<file path="src/rtl/frame_serialiser_pkg.sv">
`default_nettype none
// ============================================================================
// Module      : frame_serialiser_pkg
// Description : Shared types and constants for the frame buffer reader.
// Revision    : 1.0 - initial release
// ============================================================================
package frame_serialiser_pkg;

    typedef enum logic [1:0] {
        ST_IDLE = 2'd0,
        ST_WAIT = 2'd1,
        ST_SEND = 2'd2
    } state_t;

    localparam int FRAME_W     = 128;
    localparam int FRAME_BYTES = 16;
    localparam int BYTE_IDX_W  = 4;

    // Must track the read pipeline depth of the frame buffer RAM.
    localparam int RD_LATENCY_DEFAULT = 2;

endpackage : frame_serialiser_pkg
`default_nettype wire

</file>
<file path="src/rtl/frame_serialiser.sv">
`default_nettype none
// ============================================================================
// Module      : frame_serialiser
// Description : Pulls 128-bit frames from the frame buffer and streams them
//               out little-endian as 16 bytes on a valid/ready interface.
// Revision    : 1.0 - initial release
// ============================================================================
module frame_serialiser
    import frame_serialiser_pkg::*;
#(
    parameter int BUFFLENLOG2 = 9,
    parameter int RD_LATENCY  = RD_LATENCY_DEFAULT
) (
    input  logic                   clk,
    input  logic                   rst,
    input  logic [FRAME_W-1:0]     Frame,
    input  logic [BUFFLENLOG2-1:0] FramesCnt,
    output logic                   FrameNext,
    output logic [7:0]             TxByte,
    output logic                   TxValid,
    input  logic                   TxReady,
    output logic                   TxFirst,
    output logic                   TxLast,
    output logic                   Busy,
    output logic [15:0]            FramesSent
);

    localparam int                    c_WAIT_W   = $clog2(RD_LATENCY + 1);
    localparam logic [c_WAIT_W-1:0]   c_WAIT_LD  = c_WAIT_W'(RD_LATENCY);
    localparam logic [BYTE_IDX_W-1:0] c_LAST_IDX = BYTE_IDX_W'(FRAME_BYTES - 1);

    state_t                r_state;
    state_t                w_nextState;
    logic                  r_frameNext;
    logic [c_WAIT_W-1:0]   r_waitCnt;
    logic [FRAME_W-1:0]    r_shift;
    logic [BYTE_IDX_W-1:0] r_idx;
    logic [15:0]           r_framesSent;
    logic                  w_frameAvail;
    logic                  w_lastAccept;

    assign w_frameAvail = (FramesCnt != '0);
    assign w_lastAccept = (r_state == ST_SEND) && TxReady && (r_idx == c_LAST_IDX);

    always_ff @(posedge clk or posedge rst) begin
        if (rst) begin
            r_state <= ST_IDLE;
        end else begin
            r_state <= w_nextState;
        end
    end

    always_comb begin
        w_nextState = r_state;
        case (r_state)
            ST_IDLE: if (w_frameAvail)       w_nextState = ST_WAIT;
            ST_WAIT: if (r_waitCnt == '0)    w_nextState = ST_SEND;
            ST_SEND: if (w_lastAccept)       w_nextState = ST_IDLE;
            default:                         w_nextState = ST_IDLE;
        endcase
    end

    // The request is registered so it stays low through reset; the wait
    // count starts together with it, so Frame is captured RD_LATENCY edges
    // after the buffer samples the request.
    always_ff @(posedge clk or posedge rst) begin
        if (rst) begin
            r_frameNext  <= 1'b0;
            r_waitCnt    <= '0;
            r_shift      <= '0;
            r_idx        <= '0;
            r_framesSent <= '0;
        end else begin
            r_frameNext <= 1'b0;
            case (r_state)
                ST_IDLE: begin
                    if (w_frameAvail) begin
                        r_frameNext <= 1'b1;
                        r_waitCnt   <= c_WAIT_LD;
                    end
                end
                ST_WAIT: begin
                    if (r_waitCnt == '0) begin
                        r_shift <= Frame;
                        r_idx   <= '0;
                    end else begin
                        r_waitCnt <= r_waitCnt - c_WAIT_W'(1);
                    end
                end
                ST_SEND: begin
                    if (TxReady) begin
                        r_shift <= {8'h00, r_shift[FRAME_W-1:8]};
                        r_idx   <= r_idx + BYTE_IDX_W'(1);
                        if (r_idx == c_LAST_IDX) begin
                            r_framesSent <= r_framesSent + 16'd1;
                        end
                    end
                end
                default: ;
            endcase
        end
    end

    always_comb begin
        FrameNext  = r_frameNext;
        TxValid    = (r_state == ST_SEND);
        TxByte     = (r_state == ST_SEND) ? r_shift[7:0] : 8'h00;
        TxFirst    = (r_state == ST_SEND) && (r_idx == '0);
        TxLast     = (r_state == ST_SEND) && (r_idx == c_LAST_IDX);
        Busy       = (r_state != ST_IDLE);
        FramesSent = r_framesSent;
    end

endmodule : frame_serialiser
`default_nettype wire

</file>
<file path="config.mk">
export PLATFORM = sky130hd
export DESIGN_NAME = frame_serialiser
export DESIGN_NICKNAME = d
export VERILOG_FILES = /design/src/rtl/frame_serialiser_pkg.sv /design/src/rtl/frame_serialiser.sv
export SDC_FILE = /design/constraint.sdc
export NUM_CORES = 1
export LEC_CHECK = 0
export BUFFER_PORTS_ARGS = -buffer_cell sky130_fd_sc_hd__clkbuf_2
export CAP_MARGIN = 20
export CORE_MARGIN = 3
export CORE_UTILIZATION = 25
export CTS_CLUSTER_SIZE = 30
export DETAILED_ROUTE_END_ITERATION = 8
export GPL_ROUTABILITY_DRIVEN = 1
export PLACE_DENSITY = 0.45
export SYNTH_ARGS = -nofsm -noshare
export SYNTH_HDL_FRONTEND = slang
export SYNTH_SLANG_ARGS = --single-unit
export TNS_END_PERCENT = 30
</file>
<file path="constraint.sdc">
create_clock -name clk -period 4.35 [get_ports clk]
set_clock_uncertainty 0.1 [all_clocks]
set_input_delay 0.435 -clock clk [delete_from_list [all_inputs] [get_ports clk]]
set_output_delay 0.435 -clock clk [all_outputs]
set_load 0.03 [all_outputs]
</file>
# ---- Yosys cells after proc, flatten, opt, wreduce, memory -nomap -nowiden
# Cells that the tools add are included.
dict set report op_classes {
  addsub 3
  reduce_logical 15
  muxes 16
  eq_ne 8
}
# cell n
set ops {}
lappend ops {{2-to-1 mux 128 bit} 2}
lappend ops {{case mux 128 bit (2 select lines)} 1}
lappend ops {{adder 16 x 1 -> 16 bit, second input constant} 1}
lappend ops {{AND reduction 3 bit} 4}
lappend ops {{2-to-1 mux 2 bit} 5}
lappend ops {{nonzero test 9 bit} 1}
lappend ops {{2-to-1 mux 4 bit} 2}
lappend ops {{2-to-1 mux 8 bit} 1}
lappend ops {{case mux 4 bit (2 select lines)} 1}
lappend ops {{inequality test 2 bit, second input constant} 3}
lappend ops {{case mux 2 bit (3 select lines)} 1}
lappend ops {{nonzero test 2 bit} 3}
lappend ops {{adder 4 x 1 -> 4 bit, second input constant} 1}
lappend ops {{equality test 4 bit, second input constant} 1}
lappend ops {{logical AND 1 bit} 4}
lappend ops {{zero test 2 bit} 2}
lappend ops {{zero test 4 bit} 1}
lappend ops {{inequality test 2 x 1 -> 1 bit, second input constant} 2}
lappend ops {{case mux 2 bit (2 select lines)} 1}
lappend ops {{equality test 2 x 1 -> 1 bit, second input constant} 1}
lappend ops {{equality test 2 bit, second input constant} 1}
lappend ops {{2-to-1 mux 1 bit} 2}
lappend ops {{subtractor 2 x 1 -> 2 bit, second input constant} 1}
dict set report word_totals {
  out_inout_bits 29
  regBits 153
  in_bits 140
  elab_cells 48
}

# ---- Logic depth before layout (Yosys ltp)
# Gate-level depths: netlist of the first run.
dict set report logic_depth {
  depth_word 5
  depth_mapped 9
  mapped_depth_nobuf 6
}

# ---- Worst setup path after synthesis of the first run
# OpenSTA, ideal clock, no wires.
dict set report synth_path {
  path_kind {reg2out}
  from {register r_state[0]}
  to {output TxFirst}
  setup_slack_ns 2.223
  arrival_time_ns 1.592
  n_path_buf 0
  path_stages_with_launch 4
  t_required_ns 3.815
  cell_sequence {dfrtp_1 -> inv_2 -> nand2_2 -> nor4b_1}
}
dict set report synth_via {
  elab_chain_cells 2
}
# item line_no
set synth_lines {}
lappend synth_lines {{start, declared} frame_serialiser.sv:32} ;# state_t r_state;
lappend synth_lines {{start signal, assigned} frame_serialiser.sv:49} ;# r_state <= w_nextState;
lappend synth_lines {{equality test 2 bit} frame_serialiser.sv:108} ;# TxFirst = (r_state == ST_SEND) && (r_idx == '0);
lappend synth_lines {{logical AND 1 bit} frame_serialiser.sv:108}
lappend synth_lines {{end, declared} frame_serialiser.sv:22} ;# output logic TxFirst,
# Every way passes these cells.

# ---- Worst setup path after layout of the first run
dict set report layout_path {
  from {register r_state[1]}
  to {output TxByte[5]}
}
dict set report layout_via {
  elab_chain_cells 2
}
# item line_no
set layout_lines {}
lappend layout_lines {{equality test 2 bit} frame_serialiser.sv:107} ;# TxByte = (r_state == ST_SEND) ? r_shift[7:0] : 8'h00;
lappend layout_lines {{2-to-1 mux 8 bit} frame_serialiser.sv:107}
lappend layout_lines {{end, declared} frame_serialiser.sv:19} ;# output logic [7:0] TxByte,
# Every way passes these cells.

==> impl_results.md, run 1 <==
* Outcome: complete, no violations
* Die width at 174 microns
* Asr flop ratio synth at 100%
* Fraction of synthesized cell area in xor and xnor cells at 1.99%
* Global route total overflow at 0
* Yosys reg bits at 153
* Largest family of logic cells by synthesized area: multiplexers
* Final setup fails at 0
* Leading area contributor after synthesis: dfrtp_1
* Crit path DAT at 2.21 ns
* Setup CP Type: reg2out
* Count leader, synth: dfrtp_1
* Final nets at 956
* Net Count, Synth at 805
* # port buffers at 168
* Largest net degree at the start of global routing at 100
* Drc violations at 0
* Gpl congestion at 0.697
* Clk_lat worst skew at 0.42 ns
* Final Worst Setup Slack at 1.61 ns
* Initial antenna violation count at 2
* Synth-to-layout area growth at 24.9%
* Placed Area at 8220 sq um
* Clock buffer depth at 2
* Num rows at 60
* Number of global-route vias before repair at 5364
* Hpwl dp at 12.3 mm
* Critical path depth at 4
* Max FO, Critical Path at 69
* Detailed-route via count at 5105
* Peak VDD IR at 0.206 mV
* Mapped Area at 7060 sq um
* Die Footprint at 30300 sq um
* Cell variety after synth at 43
* I/O pins at 169
* Type of the worst min-delay path: in2reg
* Critical Path, Cell by Cell: nand2_2, inv_6, and2_1, clkbuf_2
* Routed vias/inst at 4.26
* TritonCTS clock tree: built
* Leak at 0.00399 uW
* Delay-heaviest family, CP: buffers and inverters
* Critical Path Start Type: register
* # diodes at 0
* Mux cell area share after synthesis at 17.2%
* Most frequent cells after synthesis: dfrtp_1 (153), nand2_1 (127), mux2i_1 (120), o21ai_1 (89), o21ai_0 (34)
* Pre-CTS setup slack at 1.70 ns
* Fill cells at 2927
* Critical Path End Type: primary output
* Crit path largest cell delay at 0.56 ns
* Num Clock Sinks at 153
* Final Slew Violations at 0
* CTS clock-pin slew for the worst setup and hold paths at 0.06 ns
* CP max stage cell: inv_6
* Cells after Synth at 661
* Tmin final at 2.74 ns
* Post-Synth Simple-Gate Area at 11.0%
* Global-route wire length before repair at 29.0 mm
* Cts bufs inserted at 17
* GRT Total Usage at 12.0%
* Final setup TNS at 0 ns
* Buf/Inv on CP at 2
* Hold path start: Frame[122]
* Starting Density at 25.8%
* Cell chosen for the clock root: clkbuf_16
* Worst-margin pin slew at 0.839 ns
* Critical R2R Launch: r_waitCnt[0]
* DRT antenna net count at 0
* Sequential area share after synthesis at 54.3%
* Die H at 174 microns
* Final Cell Area at 8810 sq um
* 1st-iter DRT viols at 206
* Crit. Startpoint: r_state[1]
* Fraction of layout cells with a size suffix above 1 at 26.1%
* Hold path depth at 2
* Drt total wl at 17.7 mm
* Area contributors post-synth: dfrtp_1 (54%), mux2i_1 (17%), nand2_1 (6.8%), o21ai_1 (6.3%), o21ai_0 (2.4%)
* Initial DRT Pass Iterations at 4
* Core Area at 27300 sq um
* Max cap viols at 0
* Synth Area in Compound Gates at 10.8%
* Fmax at 364 MHz
* RSZ-0062 raised after global routing: no
* Final Util at 32.2%
* Pwr Density at 598 nW/um^2
* R2R depth at 7
* Crit share post-route at 63.1%
* Relative slew slack at 44.0%
* Post-synth EDFFs at 0
* Main synth FF type: dfrtp_1
* Syn_area_per_cell at 10.7 sq um
* Fin. Hold Viols at 0
* Reg2reg setup slack at 1.76 ns
* Area share of fa/ha/maj cells after synthesis at 0.709%
* CP required at 3.82 ns
* WL per Instance at 14.8 microns
* Area share of the largest cell type after synthesis at 54.3%
* Htree depth at 4
* # resized after CTS at 0
* Yosys warns at 0
-- layout make-up --
type | count | area [sq um] | area share [%]
sequential | 153 | 3830 | 43.5
multi-input combinational | 454 | 2940 | 33.4
timing repair buffer | 175 | 946 | 10.7
tap | 372 | 465 | 5.28
clock buffer | 21 | 460 | 5.23
clock inverter | 11 | 120 | 1.36
inverter | 11 | 50.0 | 0.568
-- cell families (layout without fill, tap and decap cells) --
kind of cell | count (synthesis) | count (layout)
compound gates | 140 | 140
xor+xnor | 16 | 16
fa+ha+maj | 4 | 4
buf+inv | 54 | 218
flops | 153 | 153
mux | 121 | 121
simple gates | 173 | 173
-- registers in the layout (all words and copies together) (netlist names) --
signal      count
r_shift       128
FramesSent     16
r_idx           4
r_state         2
r_waitCnt       2
FrameNext       1
-- cell usage in the layout, fill, tap and decap left out, drive strengths merged, types with 2 or more instances in the layout --
cell	synthesis	layout
and2	9	9
clkinvlp	0	4
and4	2	2
nand4	3	3
a22o	9	9
bufinv	0	2
nor4	5	5
xor2	5	5
xnor2	11	11
or2	2	2
buf	30	6
clkbuf	13	189
or3	2	2
clkinv	0	5
inv	11	11
nand2	128	128
mux2i	120	120
o21ai	123	123
ha	4	4
dfrtp	153	153
nor2	7	7
nand3	8	8
a21oi	3	3
-- per-stage QoR --
| stage | power, uW | hold slack, ns | instances |
|---|---|---|---|
| finish | 5270 | 0.145 | 1197 |
| global route | 5730 | 0.115 | 1197 |
| CTS | 5400 | 0.115 | 1197 |
| detailed placement | 3880 | 0.368 | 1164 |
| global placement | 3840 | 0.359 | 1164 |
| floorplan | 3510 | 0.347 | 661 |
-- power by group --
| part | total (uW) | internal (uW) | switching, uW |
|---|---|---|---|
| Sequential | 2350 | 2020 | 327 |
| Clock | 1470 | 874 | 600 |
| Combinational | 1450 | 609 | 842 |
| Total | 5270 | 3500 | 1770 |
-- metal layers --
layer  global-route usage (%)  routed length, microns  vias to the layer above
met2                     18.8                    8180                      111
met5                        0                      27                        -
met4                     2.92                     138                        4
met1                     15.9                    8370                     2392
met3                     4.50                    1010                       13
li1                         -                       -                     2585
-- worst reg2reg max path, stage by stage, from the launching register on --
cell and delay, ns:
dfrtp_1 0.37, inv_1 0.06, ha_1 0.25, and3b_1 0.36
a21oi_4 0.72, buf_12 0.43, nand2_1 0.15, o21ai_1 0.09
-- path summary, 6_finish.rpt --
| path | end |
|---|---|
| min | r_shift[122] |
| max in group asynchronous | r_shift[114] |
| max reg2reg | r_shift[16] |
| min reg2reg | FramesSent[15] |
| min in group asynchronous | FramesSent[15] |
| max | TxByte[5] |
-- what timing repair did --
action	in CTS	in global routing
hold endpoints to repair	22	0
hold buffers	1	0
setup buffers	0	0
(Power assumes the default switching activity.)
==> run 2, diff against run 1 <==
- PLACE_DENSITY: 0.45 -> 0.43
- clock period: 4.35 -> 2.9 ns (I/O delays scaled with it)
==> run 2 against run 1 <==
Net effect:
- sequential power up 50%
- critical endpoint is now TxByte[0]
- register-to-register slack worse by 1.1 ns
- via count down 0.12%
- global-route usage up 0.057 points
- first-iteration DRC count up 18%
- design area up 1.6%
- power up 53%
- cell count up 0.58%
- routed wire length up 0.68%
==> impl_results.md, run 2 (synthesized netlist as in run 1, its figures left out) <==
* Critical Path Start Type: register
* Pwr Density at 903 nW/um^2 (+51%)
* Final Slew Violations at 0 (unchanged)
* CTS Hold Bufs at 7 (+6)
* CP max stage cell: dfrtp_1
* Reg2reg setup slack at 0.67 ns (-1.09 ns)
* Initial DRT Pass Iterations at 4 (unchanged)
* RSZ-0062 raised after global routing: no
* Crit path largest cell delay at 0.50 ns (-0.06 ns)
* R2R depth at 6 (-1)
* Hold Slack at 0.0178 ns (-0.127 ns)
* Area of the multi-input gates at 2940 sq um (unchanged)
* Setup Buffers After CTS at 0 (unchanged)
* Fill cells at 2921 (-0.20%)
* Die H at 174 microns (unchanged)
* Global-route wire length before repair at 29.1 mm (+0.57%)
* Cell chosen for the clock root: clkbuf_16
* Outcome: complete, no violations
* Final Cell Area at 8960 sq um (+1.6%)
* Final Worst Setup Slack at 0.623 ns (-0.982 ns)
* Max FO, Critical Path at 38 (-45%)
* # diodes at 0 (unchanged)
* Clock buffer depth at 2 (unchanged)
* FF/Latch Area at 3830 sq um (unchanged)
* Gpl congestion at 0.686 (-1.5%)
* DRT antenna net count at 0 (unchanged)
* Drc violations at 0 (unchanged)
* TritonCTS clock tree: built
* 1st-iter DRT viols at 244 (+18%)
* Routed vias/inst at 4.24 (-0.70%)
* Htree depth at 4 (unchanged)
* Relative slew slack at 63.5% (+20 points)
* Clk_lat worst skew at 0.42 ns (about the same)
* Peak VDD IR at 0.618 mV (+200%)
* # resized after CTS at 0 (unchanged)
* Final setup fails at 0 (unchanged)
* Worst-margin pin slew at 0.547 ns (-0.292 ns)
* Leak at 0.00404 uW (+1.4%)
* Fraction of layout cells with a size suffix above 1 at 26.1% (about the same)
* Global route total overflow at 0 (unchanged)
* Non-Filler Instances at 1204 (+0.58%)
* Hold endpoint: r_shift[126]
* Placed Area at 8270 sq um (+0.55%)
* Detailed-route via count at 5099 (-0.12%)
* Fmax at 439 MHz
* Die Footprint at 30300 sq um (unchanged)
* Most common cell after layout, fill and taps aside: clkbuf_2
* Critical R2R Launch: r_waitCnt[0]
* Drt total wl at 17.9 mm (+0.68%)
* Number of global-route vias before repair at 5305 (-1.1%)
* Hpwl dp at 12.2 mm (-0.38%)
* Tmin final at 2.28 ns
* Num Clock Sinks at 153 (unchanged)
* Number of flip-flops in the largest register at 128 (unchanged)
* Type of the worst min-delay path: in2reg
* Die width at 174 microns (unchanged)
* Final nets at 963 (+0.73%)
* # port buffers at 168 (unchanged)
* Most frequent cells in the layout: clkbuf_2 (168), dfrtp_1 (153), nand2_1 (127)
* Synth-to-layout area growth at 26.9%
* Initial antenna violation count at 1 (-1)
* Critical Path, Cell by Cell: nand2_2, inv_6, and2_1, clkbuf_2
* Final setup TNS at 0 ns (unchanged)
* GRT Total Usage at 12.1% (+0.057 points)
* Crit path DAT at 1.89 ns (-0.32 ns)
* Critical Path End Type: primary output
* Most flops, register: r_shift
* I/O pins at 169 (unchanged)
* Cts bufs inserted at 17 (unchanged)
* Hold path start: Frame[126]
* Pre-CTS setup slack at 0.654 ns (-1.05 ns)
* Buf/Inv on CP at 2 (unchanged)
* Num rows at 60 (unchanged)
* Core Area at 27300 sq um (unchanged)
* R2r endpoint: r_shift[25]
* Hold path depth at 2 (unchanged)
* Starting Density at 25.8% (unchanged)
* WL per Instance at 14.8 microns (about the same)
* CP required at 2.51 ns (-1.31 ns)
* Max cap viols at 0 (unchanged)
* Largest net degree at the start of global routing at 139 (+39%)
* Critical path depth at 4 (unchanged)
* Delay-heaviest family, CP: buffers and inverters
* Setup CP Type: reg2out
* Fin. Hold Viols at 0 (unchanged)
* Crit share post-route at 78.5%
* Placed Cells at 1165 (+0.086%)
* CTS clock-pin slew for the worst setup and hold paths at 0.07 ns (about the same)
==> run 2: cell types whose count changed in the layout (fill, tap and decap cells not counted), sizes merged <==
cell | before | now
bufinv | 2 | 3
inv | 11 | 13
clkinv | 5 | 3
dlygate4sd3 | 1 | 7
buf | 6 | 7
clkbuf | 189 | 188
==> run 2: final cells by class <==
cell class / count / area share, %
Sequential cell: 153 / 42.7
Multi-Input combinational cell: 454 / 32.8
Timing Repair Buffer: 182 / 11.7
Tap cell: 372 / 5.20
Clock buffer: 20 / 5.10
Clock inverter: 12 / 1.83
Inverter: 11 / 0.559
==> run 2: worst reg2reg max path: stages, from the launching register on <==
cell and delay (ns):
dfrtp_1 0.38, inv_1 0.07, ha_1 0.25, and3b_1 0.36, a21oi_4 0.26, buf_12 0.45, o21ai_1 0.22
==> run 2: power breakdown <==
group | internal (uW) | switching, uW
combinational | 924 | 1270
sequential | 3030 | 500
clock | 1410 | 949
==> run 2: per-stage QoR <==
stage / util [%] / power, uW
2_1_floorplan: - / 5260
4_1_cts: 32.8 / 8280
3_5_place_dp: 30.2 / 5840
5_1_grt: 32.8 / 8760
6_report: 32.8 / 8090
3_3_place_gp: 30.2 / 5770
==> run 2: worst max path at each step <==
stage / slack [ns] / to / start
after CTS: 0.56 / TxByte[6] / r_state[1]
after floorplan: 0.58 / FrameNext / rst
after detailed placement: 0.65 / r_shift[117] / r_waitCnt[0]
after global placement: 0.75 / r_shift[115] / r_waitCnt[0]
final: 0.62 / TxByte[0] / r_state[1]
after global routing: 0.45 / TxByte[4] / r_state[1]
==> run 2: layer usage <==
layer | routed length [microns] | track usage [%] | part of all wire, %
met1 | 8320 | 16.1 | 47
met2 | 8220 | 18.9 | 46
met3 | 1130 | 3.93 | 6.3
met4 | 183 | 3.32 | 1.0
met5 | 7 | 0 | 0.039
